### config.mk
export PLATFORM = sky130hd
export DESIGN_NAME = csr_trap_ctrl
export DESIGN_NICKNAME = d
export VERILOG_FILES = /design/src/rtl/csr_trap_ctrl.sv
export SDC_FILE = /design/constraint.sdc
export NUM_CORES = 1
export LEC_CHECK = 0
export ABC_AREA = 1
export BUFFER_PORTS_ARGS = -buffer_cell sky130_fd_sc_hd__buf_2
export CAP_MARGIN = 0
export CORE_AREA = 2 2 258 260
export CTS_CLUSTER_SIZE = 10
export DETAILED_ROUTE_END_ITERATION = 6
export DIE_AREA = 0 0 260 262
export PLACE_DENSITY_LB_ADDON = 0.1
export SLEW_MARGIN = 15
export SYNTH_ARGS = -nofsm -noshare
export SYNTH_HDL_FRONTEND = slang
export SYNTH_SLANG_ARGS = --single-unit
### constraint.sdc
create_clock -name clk -period 3.09 [get_ports clk]
set_input_delay 0.618 -clock clk [delete_from_list [all_inputs] [get_ports clk]]
set_output_delay 0.618 -clock clk [all_outputs]
set_load 0.005 [all_outputs]
### src/rtl/csr_trap_ctrl.sv
// Machine-mode trap/return sequencer feeding the CSR file trap-update port and owning the privilege level.
// Latency: trap accept -> trap_taken +1 -> redirect/trap_done +2, next accept at +3; MRET accept -> mret/redirect +1.
// Backpressure: requests are level-held until acked; nothing is acked outside IDLE, and stall/flush hold the pipeline meanwhile.
module csr_trap_ctrl #(
    parameter int         XLEN       = 64,
    parameter logic [1:0] RESET_PRIV = 2'b11
) (
    input  logic            clk,
    input  logic            rst,
    input  logic [XLEN-1:0] cur_pc,
    input  logic            exc_req,
    input  logic [3:0]      exc_code_in,
    input  logic [XLEN-1:0] exc_val_in,
    input  logic            mret_req,
    input  logic            irq_req,
    input  logic [3:0]      irq_code,
    input  logic [XLEN-1:0] mstatus_current,
    input  logic [XLEN-1:0] mtvec_trap,
    input  logic [XLEN-1:0] mepc_out,
    output logic            exc_ack,
    output logic            mret_ack,
    output logic            irq_ack,
    output logic            stall,
    output logic            flush,
    output logic            trap_taken,
    output logic            trap_done,
    output logic            mret,
    output logic [XLEN-1:0] mepc_next,
    output logic [XLEN-1:0] mcause_next,
    output logic [XLEN-1:0] mtval_next,
    output logic [XLEN-1:0] mstatus_next,
    output logic            redirect_valid,
    output logic [XLEN-1:0] redirect_pc,
    output logic [1:0]      priv_lvl
);

    typedef enum logic [1:0] {
        S_IDLE      = 2'd0,
        S_TRAP_SAVE = 2'd1,
        S_TRAP_VEC  = 2'd2,
        S_RET       = 2'd3
    } state_t;

    state_t          r_state;
    logic [1:0]      r_priv;
    logic [1:0]      r_ret_priv;
    logic            r_is_irq;
    logic [3:0]      r_code;

    logic            w_idle;
    logic            w_irq_ok;
    logic            w_take_exc;
    logic            w_take_mret;
    logic            w_take_irq;
    logic            w_accept;
    logic [XLEN-1:0] w_ms_trap;
    logic [XLEN-1:0] w_ms_ret;
    logic [1:0]      w_mpp_priv;
    logic [XLEN-1:0] w_vec_base;
    logic [XLEN-1:0] w_vec_off;
    logic [XLEN-1:0] w_trap_pc;

    // Acks are decoded combinationally so the accept cycle is the cycle the request is seen in IDLE;
    // gating with rst keeps acks, stall and flush low while reset is asserted.
    assign w_idle      = rst && (r_state == S_IDLE);
    assign w_irq_ok    = irq_req && ((r_priv != 2'b11) || mstatus_current[3]);
    assign w_take_exc  = w_idle && exc_req;
    assign w_take_mret = w_idle && !exc_req && mret_req;
    assign w_take_irq  = w_idle && !exc_req && !mret_req && w_irq_ok;
    assign w_accept    = w_take_exc || w_take_mret || w_take_irq;

    assign exc_ack  = w_take_exc;
    assign mret_ack = w_take_mret;
    assign irq_ack  = w_take_irq;
    assign stall    = w_accept || (rst && (r_state != S_IDLE));
    assign flush    = stall;
    assign priv_lvl = r_priv;

    // Trap entry stacks MIE into MPIE, disables MIE and records the privilege being left in MPP.
    always_comb begin
        w_ms_trap        = mstatus_current;
        w_ms_trap[7]     = mstatus_current[3];
        w_ms_trap[3]     = 1'b0;
        w_ms_trap[12:11] = r_priv;
    end

    // MRET restores MIE from MPIE, re-arms MPIE and drops MPP to U; reserved MPP=10 resolves to U.
    always_comb begin
        w_ms_ret        = mstatus_current;
        w_ms_ret[3]     = mstatus_current[7];
        w_ms_ret[7]     = 1'b1;
        w_ms_ret[12:11] = 2'b00;
        w_mpp_priv      = mstatus_current[12:11];
        if (mstatus_current[12:11] == 2'b10) begin
            w_mpp_priv = 2'b00;
        end
    end

    // Vectored mode only applies to interrupts; exceptions always land on the aligned base.
    assign w_vec_base = {mtvec_trap[XLEN-1:2], 2'b00};
    assign w_vec_off  = {{(XLEN-6){1'b0}}, r_code, 2'b00};
    assign w_trap_pc  = (r_is_irq && (mtvec_trap[1:0] == 2'b01)) ? (w_vec_base + w_vec_off) : w_vec_base;

    // Sequencer: strobes are single-cycle registered pulses; CSR values latched on accept hold until the next accept.
    always_ff @(posedge clk or negedge rst) begin
        if (!rst) begin
            r_state        <= S_IDLE;
            r_priv         <= RESET_PRIV;
            r_ret_priv     <= 2'b00;
            r_is_irq       <= 1'b0;
            r_code         <= 4'd0;
            trap_taken     <= 1'b0;
            trap_done      <= 1'b0;
            mret           <= 1'b0;
            redirect_valid <= 1'b0;
            mepc_next      <= '0;
            mcause_next    <= '0;
            mtval_next     <= '0;
            mstatus_next   <= '0;
            redirect_pc    <= '0;
        end else begin
            trap_taken     <= 1'b0;
            trap_done      <= 1'b0;
            mret           <= 1'b0;
            redirect_valid <= 1'b0;
            case (r_state)
                S_IDLE: begin
                    if (w_take_exc) begin
                        mepc_next    <= {cur_pc[XLEN-1:2], 2'b00};
                        mcause_next  <= {1'b0, {(XLEN-5){1'b0}}, exc_code_in};
                        mtval_next   <= exc_val_in;
                        mstatus_next <= w_ms_trap;
                        r_is_irq     <= 1'b0;
                        r_code       <= exc_code_in;
                        trap_taken   <= 1'b1;
                        r_state      <= S_TRAP_SAVE;
                    end else if (w_take_mret) begin
                        mstatus_next   <= w_ms_ret;
                        r_ret_priv     <= w_mpp_priv;
                        mret           <= 1'b1;
                        redirect_valid <= 1'b1;
                        redirect_pc    <= mepc_out;
                        r_state        <= S_RET;
                    end else if (w_take_irq) begin
                        mepc_next    <= cur_pc;
                        mcause_next  <= {1'b1, {(XLEN-5){1'b0}}, irq_code};
                        mtval_next   <= '0;
                        mstatus_next <= w_ms_trap;
                        r_is_irq     <= 1'b1;
                        r_code       <= irq_code;
                        trap_taken   <= 1'b1;
                        r_state      <= S_TRAP_SAVE;
                    end
                end
                S_TRAP_SAVE: begin
                    redirect_valid <= 1'b1;
                    trap_done      <= 1'b1;
                    redirect_pc    <= w_trap_pc;
                    r_state        <= S_TRAP_VEC;
                end
                S_TRAP_VEC: begin
                    r_priv  <= 2'b11;
                    r_state <= S_IDLE;
                end
                S_RET: begin
                    r_priv  <= r_ret_priv;
                    r_state <= S_IDLE;
                end
                default: begin
                    r_state <= S_IDLE;
                end
            endcase
        end
    end

endmodule
* Word level (Yosys, flattened, before mapping)
Index checks and enable logic that the tools add are counted.
Widths: inputs -> output; s select.
** Storage, ports and cells
- Flip-flop bits (word level) :: 335
- Bits of input ports :: 333
- Output and inout bits :: 331
- Word-level logic and storage cells :: 89
** Operators by class
- Add/subtract/negate cells :: 1
- Eq/ne operators :: 10
- Multiplexer cells :: 37
- Bitwise operators :: 1
- Reductions and logical operators :: 26
** Operator list (count)
- $mux 64 :: 15
- $pmux 64 s2 :: 1
- $add 64x6->64 :: 1
- $mux 4 :: 3
- $mux 1 :: 11
- $logic_and 1x1->1 :: 9
- $reduce_and 3->1 :: 3
- $mux 2 :: 4
- $ne 2x2->1 const B :: 4
- $reduce_bool 2->1 :: 4
- $eq 2x2->1 const B :: 3
- $pmux 2 s3 :: 1
- $eq 2x1->1 const B :: 2
- $logic_or 1x1->1 :: 4
- $ne 4x4->1 const B :: 1
- $pmux 2 s2 :: 1
- $reduce_bool 3->1 :: 1
- $logic_not 1->1 :: 2
- $logic_not 2->1 :: 1
- $pmux 1 s2 :: 1
- $reduce_and 2->1 :: 1
- $reduce_or 2->1 :: 1
- $not 1->1 :: 1

* Logic depth before layout (Yosys ltp)
- Word-level depth :: 9
- Depth in mapped cells :: 13

* Least setup slack after synthesis
No wires, ideal clock.
- Path kind :: input to output
- Start :: input exc_req
- End :: output stall
- Arrival time :: 1.800 ns
- Required time :: 2.472 ns
- Path slack :: 0.672 ns
- Cell stages on the path :: 10
- Path buffers :: 4
- Cells stage by stage :: nand3b_2 -> nor2_1 -> nand3_2 -> nand2_1 -> buf_4 -> nor2_2 -> buf_6 -> buf_6 -> nand2_1 -> buf_4
** On the way
- Cells in the longest elaborated chain, start to end :: 6
** Ends and longest elaborated chain
- start, declared :: RTL line 11 : input logic exc_req,
- $logic_not 1->1 :: RTL line 68, 69
- $logic_and 1x1->1 :: RTL line 68, 69
- $logic_and 1x1->1, on equally long branches :: RTL line 68, 69
- $logic_or 1x1->1 or $logic_and 1x1->1 (tied branches) :: RTL line 70, 69
- $logic_or 1x1->1 (*) :: RTL line 70 : assign w_accept = w_take_exc || w_take_mret || w_take_irq;
- $logic_or 1x1->1 (*) :: RTL line 75 : assign stall = w_accept || (rst && (r_state != S_IDLE));
- end, declared :: RTL line 23 : output logic stall,
Mark *: on every way between the ends. The rest lies on a longest branch, timed or not.

* Worst setup path in the final report
- Start :: input rst
- End :: output stall
** On the way
- Cells in the longest elaborated chain, start to end :: 6
** Ends and longest elaborated chain
- start, declared :: RTL line 9 : input logic rst,
- $logic_and 1x1->1 :: RTL line 65 : assign w_idle = rst && (r_state == S_IDLE);
- $logic_and 1x1->1 :: RTL line 68, 69
- $logic_and 1x1->1, on equally long branches :: RTL line 68, 69
- $logic_or 1x1->1 or $logic_and 1x1->1 (tied branches) :: RTL line 70, 69
- $logic_or 1x1->1 :: RTL line 70
- $logic_or 1x1->1 (*) :: RTL line 75
Marks and branches as above.

==> impl.org <==
** Global routing
- For this run the aggregate overflow at the end of global routing stands at 0.
- The initial antenna violation count came to 24.
- For this run, the total global-route usage over all layers was measured as 0.176.
- The via count of the first global-routing pass is around 14000.
- Largest net degree at the start of global routing :: roughly 140
- Global-route wire length before repair :: 89400 µm

** Finish
- Number of nets in the layout :: approximately 2700
- Counting the fill cells in the layout gives ~7300.
- Ratio of cells with drive above 1 in the final layout :: 0.298
- Finished Layout Cells :: ~3300
- Area added between synthesis and finish :: 36.8%

** Power and ir drop
- Cell internal power was estimated by the tool at 9320 µW.
- Power per Cell Area :: 793 nW/µm²
- Of the total power, the share spent switching nets is 0.362.
- The worst-case IR drop observed on VDD is 310 µV.
- Share of power burned in the clock network :: 0.291
- The analysis attributes to cell leakage a power of 0.0101 µW.
- Power share of the combinational group :: 0.314
- Fraction of power consumed by sequential logic :: 0.395
- Summed over all nets, the switching power comes to 5300 µW.

** Timing
- Layout Skew :: roughly 18 ps
- At the pin with the least slew margin, the transition time is approximately 1000 ps.
- Setup repair after global routing left no endpoint under its margin.
- Maximum achievable frequency :: 0.343 GHz
- The number of hold violations in the final report was 0.
- In this run the tightest slew margin relative to its limit is 0.302.
- Setup violations remaining at the end of the flow were counted as 0.
- Time the worst path needs with I/O delays and setup :: 2920 ps
- Fin Setup TNS :: 0 ps
- The count of final max-slew check failures came to 0.
- Share of the clock period used by the worst path after layout :: 0.944

** Synth
- Count of flip-flops with a built-in enable after synthesis :: 0
- For this run, the number of Yosys warnings is 0.
- Of the total synthesized cell area, the portion taken by full adders, half adders and majority gates is 0.00520.
- After synthesis, the largest family of logic cells by area is simple AND/OR/NAND/NOR gates.
- Number of unique standard cell types used by synthesis :: 44
- The portion of synthesized area spent on multiplexers is 0.
- Post-Synth Simple-Gate Area :: 0.353
- Cell Area, Synth :: 13500 µm²
- Post-synth ARST share :: 1.00
- In the synthesized netlist the dominant register cell turns out to be sky130_fd_sc_hd__dfrtp_1.
- Sequential share of the synthesized area :: 0.503
- Of the total synthesized cell area, the portion taken by XOR and XNOR cells is 0.0104.
- The compound-gate portion of the synthesized area came to 0.0434.
- Synth Register Bits :: 271
- Synth Instances :: ~1800
- A synthesized cell averages 7.55 µm².

** Worst setup path
- Slowest stage delay, CP :: roughly 620 ps
- Critical Path Sink Type :: primary output
- CP max-delay cell :: sky130_fd_sc_hd__dlygate4sd3_1
- Classification of the worst setup path :: input port to primary output
- Arrival time of data at the critical path endpoint :: 2300 ps
- Highest net fanout along the worst path :: 4
- Number of buffer and inverter stages on the critical path :: 3
- Data required time at the worst endpoint :: 2470 ps
- Delay-heaviest family, CP :: buffers and inverters
- Critical path cell sequence :: dlygate4sd3_1 > buf_8 > nand3b_2 > nor2_1 > nand3_2 > nand2_2 > nor2_4 > nand2_1 > buf_2
- The worst setup path is launched from an input port.

** Die
- Measured along the y axis, the die boundary spans ~260 µm.
- Total core area :: 65300 µm²
- For this design the top-level I/O count stands at 664.
- Overall die area :: 68100 µm²
- Floorplan die width :: 260 µm
- The floorplan has 94 rows.
- For this configuration, the core starts out at a cell density of 0.206.

** Drt
- Violation count after the first detailed-routing iteration :: between 800 and 900
- Total via count in the routed design :: 13600
- In the final routed layout, each cell accounts on average for 18.9 µm.
- The first detailed-routing pass took 5 iterations.
- For this run, design rule violations remaining after detail routing come to 0.
- After detailed routing, the total wire length is 62000 µm.
- Dividing the detail-routed via count by the number of cells gives 4.14.
- Once detail routing completed, the nets flagged for antenna violations numbered 0.

** Worst hold path
- Worst min-delay path class :: input port to flop

** Clock tree
- For the worst-skew pair, the clock arrives at the later sink with an insertion delay of 560 ps.
- The clock net in this run drives a total of 271 sinks.
- Total CTS buffers :: 37
- Buffer depth of the longest clock path :: 3
- After clock tree synthesis, the clock-pin slew on the worst setup and hold paths is 60 ps.
- CTS tree :: built
- The H-tree was split into 2 levels.
- Master cell of the clock root buffer :: sky130_fd_sc_hd__clkbuf_16

** Placed design
- Counting tap cells, the placed design contains a total of around 3200 instances.
- IO buf count :: between 600 and 700
- DPL Wire Length :: 48000 µm
- Final weighted congestion in routability-driven placement :: 0.890

** Flow run
- Count of maximum capacitance violations :: 0

** Status
- The run finished with clean final reports.
tightest hold or removal path, stage by stage:
cell                      delay (ps)
sky130_fd_sc_hd__buf_2            70
sky130_fd_sc_hd__nand2_1          40
sky130_fd_sc_hd__nand2_1          50
layer usage:
metal / vias to the layer above / wire [µm] / global-route usage
met5: - / 144 / 0
met4: 22 / 1640 / 0.0583
met3: 110 / 5420 / 0.0602
met2: 484 / 29800 / 0.290
met1: 6314 / 25000 / 0.215
li1: 6649 / - / -
power groups by stage:
stage | Sequential, µW | Combinational, µW | Clock, µW
2_1_floorplan | 5830 | 1920 | 0
3_3_place_gp | 5810 | 4720 | 0
6_report | 5770 | 4600 | 4250
5_1_grt | 5970 | 5190 | 4570
3_5_place_dp | 5810 | 4730 | 0
4_1_cts | 5790 | 4730 | 4440
registers in the layout, summed over array words and instances (netlist names):
| name | flops |
|---|---|
| r_state | 2 |
| r_ret_priv | 2 |
| redirect_pc | 64 |
| mtval_next | 64 |
| trap_taken | 1 |
| priv_lvl | 2 |
| r_code | 3 |
| mret | 1 |
| mcause_next | 2 |
| redirect_valid | 1 |
| trap_done | 1 |
| mstatus_next | 64 |
| mepc_next | 64 |
worst paths after layout:
kind | from | end | slack (ps) | depth (start not counted)
setup / recovery | rst | stall | 170 | 9
hold / removal | exc_val_in[45] | mtval_next[45]$_DFFE_PN0P_ | 260 | 3
setup reg to reg | mcause_next[63]$_DFFE_PN0P_ | redirect_pc[31]$_DFFE_PN0P_ | 670 | 10
hold reg to reg | mepc_next[40]$_DFFE_PN0P_ | mepc_next[40]$_DFFE_PN0P_ | 460 | 2
min in group asynchronous | rst | redirect_pc[29]$_DFFE_PN0P_ | 710 | 3
max in group asynchronous | rst | redirect_pc[5]$_DFFE_PN0P_ | 1150 | 4
kinds of logic after synthesis:
| family | count (synthesis) |
|---|---|
| simple gates | 1178 |
| flops | 271 |
| buf+inv | 208 |
| xor+xnor | 16 |
| compound gates | 106 |
| other cells | 1 |
| fa+ha+maj | 5 |
layout by cell type, fill, tap and decap left out, types with 7 or more instances in the layout:
cell type and instances:
sky130_fd_sc_hd__o21ai_0 49, sky130_fd_sc_hd__nand3_1 76, sky130_fd_sc_hd__a21oi_1 32, sky130_fd_sc_hd__nor2_1 161, sky130_fd_sc_hd__clkbuf_16 37, sky130_fd_sc_hd__buf_2 603
sky130_fd_sc_hd__xor2_1 10, sky130_fd_sc_hd__nor2_2 8, sky130_fd_sc_hd__nor3_1 14, sky130_fd_sc_hd__dfrtp_1 269, sky130_fd_sc_hd__buf_4 17, sky130_fd_sc_hd__clkbuf_1 11
sky130_fd_sc_hd__nand2_1 864, sky130_fd_sc_hd__inv_1 71, sky130_fd_sc_hd__nand4_1 29, sky130_fd_sc_hd__clkbuf_8 8, sky130_fd_sc_hd__diode_2 12, sky130_fd_sc_hd__nor2_4 9
sky130_fd_sc_hd__a31oi_1 7, sky130_fd_sc_hd__conb_1 59
layout make-up:
type                            count  area (µm²)  area share
Multi-Input combinational cell   1364        5800       0.315
Clock inverter                     10         103     0.00556
Tap cell                          864        1080      0.0586
Sequential cell                   271        6780       0.368
Clock buffer                       56        1080      0.0584
Timing Repair Buffer              627        3270       0.177
Inverter                           77         292      0.0158
Antenna cell                       12        30.0     0.00163
per-stage QoR:
stage	power, µW	hold slack [ps]	cell area (µm²)	util	worst slack [ps]
floorplan	7740	322	13700	-	672
global placement	10500	451	17200	0.264	334
detailed placement	10500	454	17200	0.264	362
CTS	15000	223	18400	0.282	0.469
global route	15700	241	18400	0.282	56.9
finish	14600	260	18400	0.282	173
cell usage after synthesis, types with 3 or more instances:
cell / n / area (µm²)
sky130_fd_sc_hd__xor2_1: 10 / 87.6
sky130_fd_sc_hd__xnor2_1: 6 / 52.6
sky130_fd_sc_hd__buf_2: 27 / 135
sky130_fd_sc_hd__o211ai_1: 3 / 22.5
sky130_fd_sc_hd__o21ai_0: 49 / 245
sky130_fd_sc_hd__inv_2: 5 / 18.8
sky130_fd_sc_hd__nand2_1: 865 / 3250
sky130_fd_sc_hd__a22o_1: 3 / 26.3
sky130_fd_sc_hd__nand3_1: 77 / 385
sky130_fd_sc_hd__inv_1: 71 / 267
sky130_fd_sc_hd__a31oi_1: 7 / 43.8
sky130_fd_sc_hd__ha_1: 4 / 50.1
sky130_fd_sc_hd__a21oi_1: 32 / 160
sky130_fd_sc_hd__nor3_1: 14 / 70.1
sky130_fd_sc_hd__dfrtp_1: 269 / 6730
sky130_fd_sc_hd__buf_4: 69 / 518
sky130_fd_sc_hd__a21o_1: 6 / 45.0
sky130_fd_sc_hd__nand4_1: 29 / 181
sky130_fd_sc_hd__buf_6: 8 / 90.1
sky130_fd_sc_hd__clkbuf_1: 27 / 101
sky130_fd_sc_hd__nor2_4: 7 / 78.8
sky130_fd_sc_hd__nor2_1: 162 / 608
sky130_fd_sc_hd__nor2_2: 9 / 56.3
repair_timing:
action / in CTS / in global routing
endpoints found under the hold margin: 1 / 0
setup endpoints to repair: 0 / 2
gates resized for setup: 0 / 1
hold buffers: 1 / 0
setup buffers: 0 / 0
Note: power is estimated with default switching activity, not from simulation.
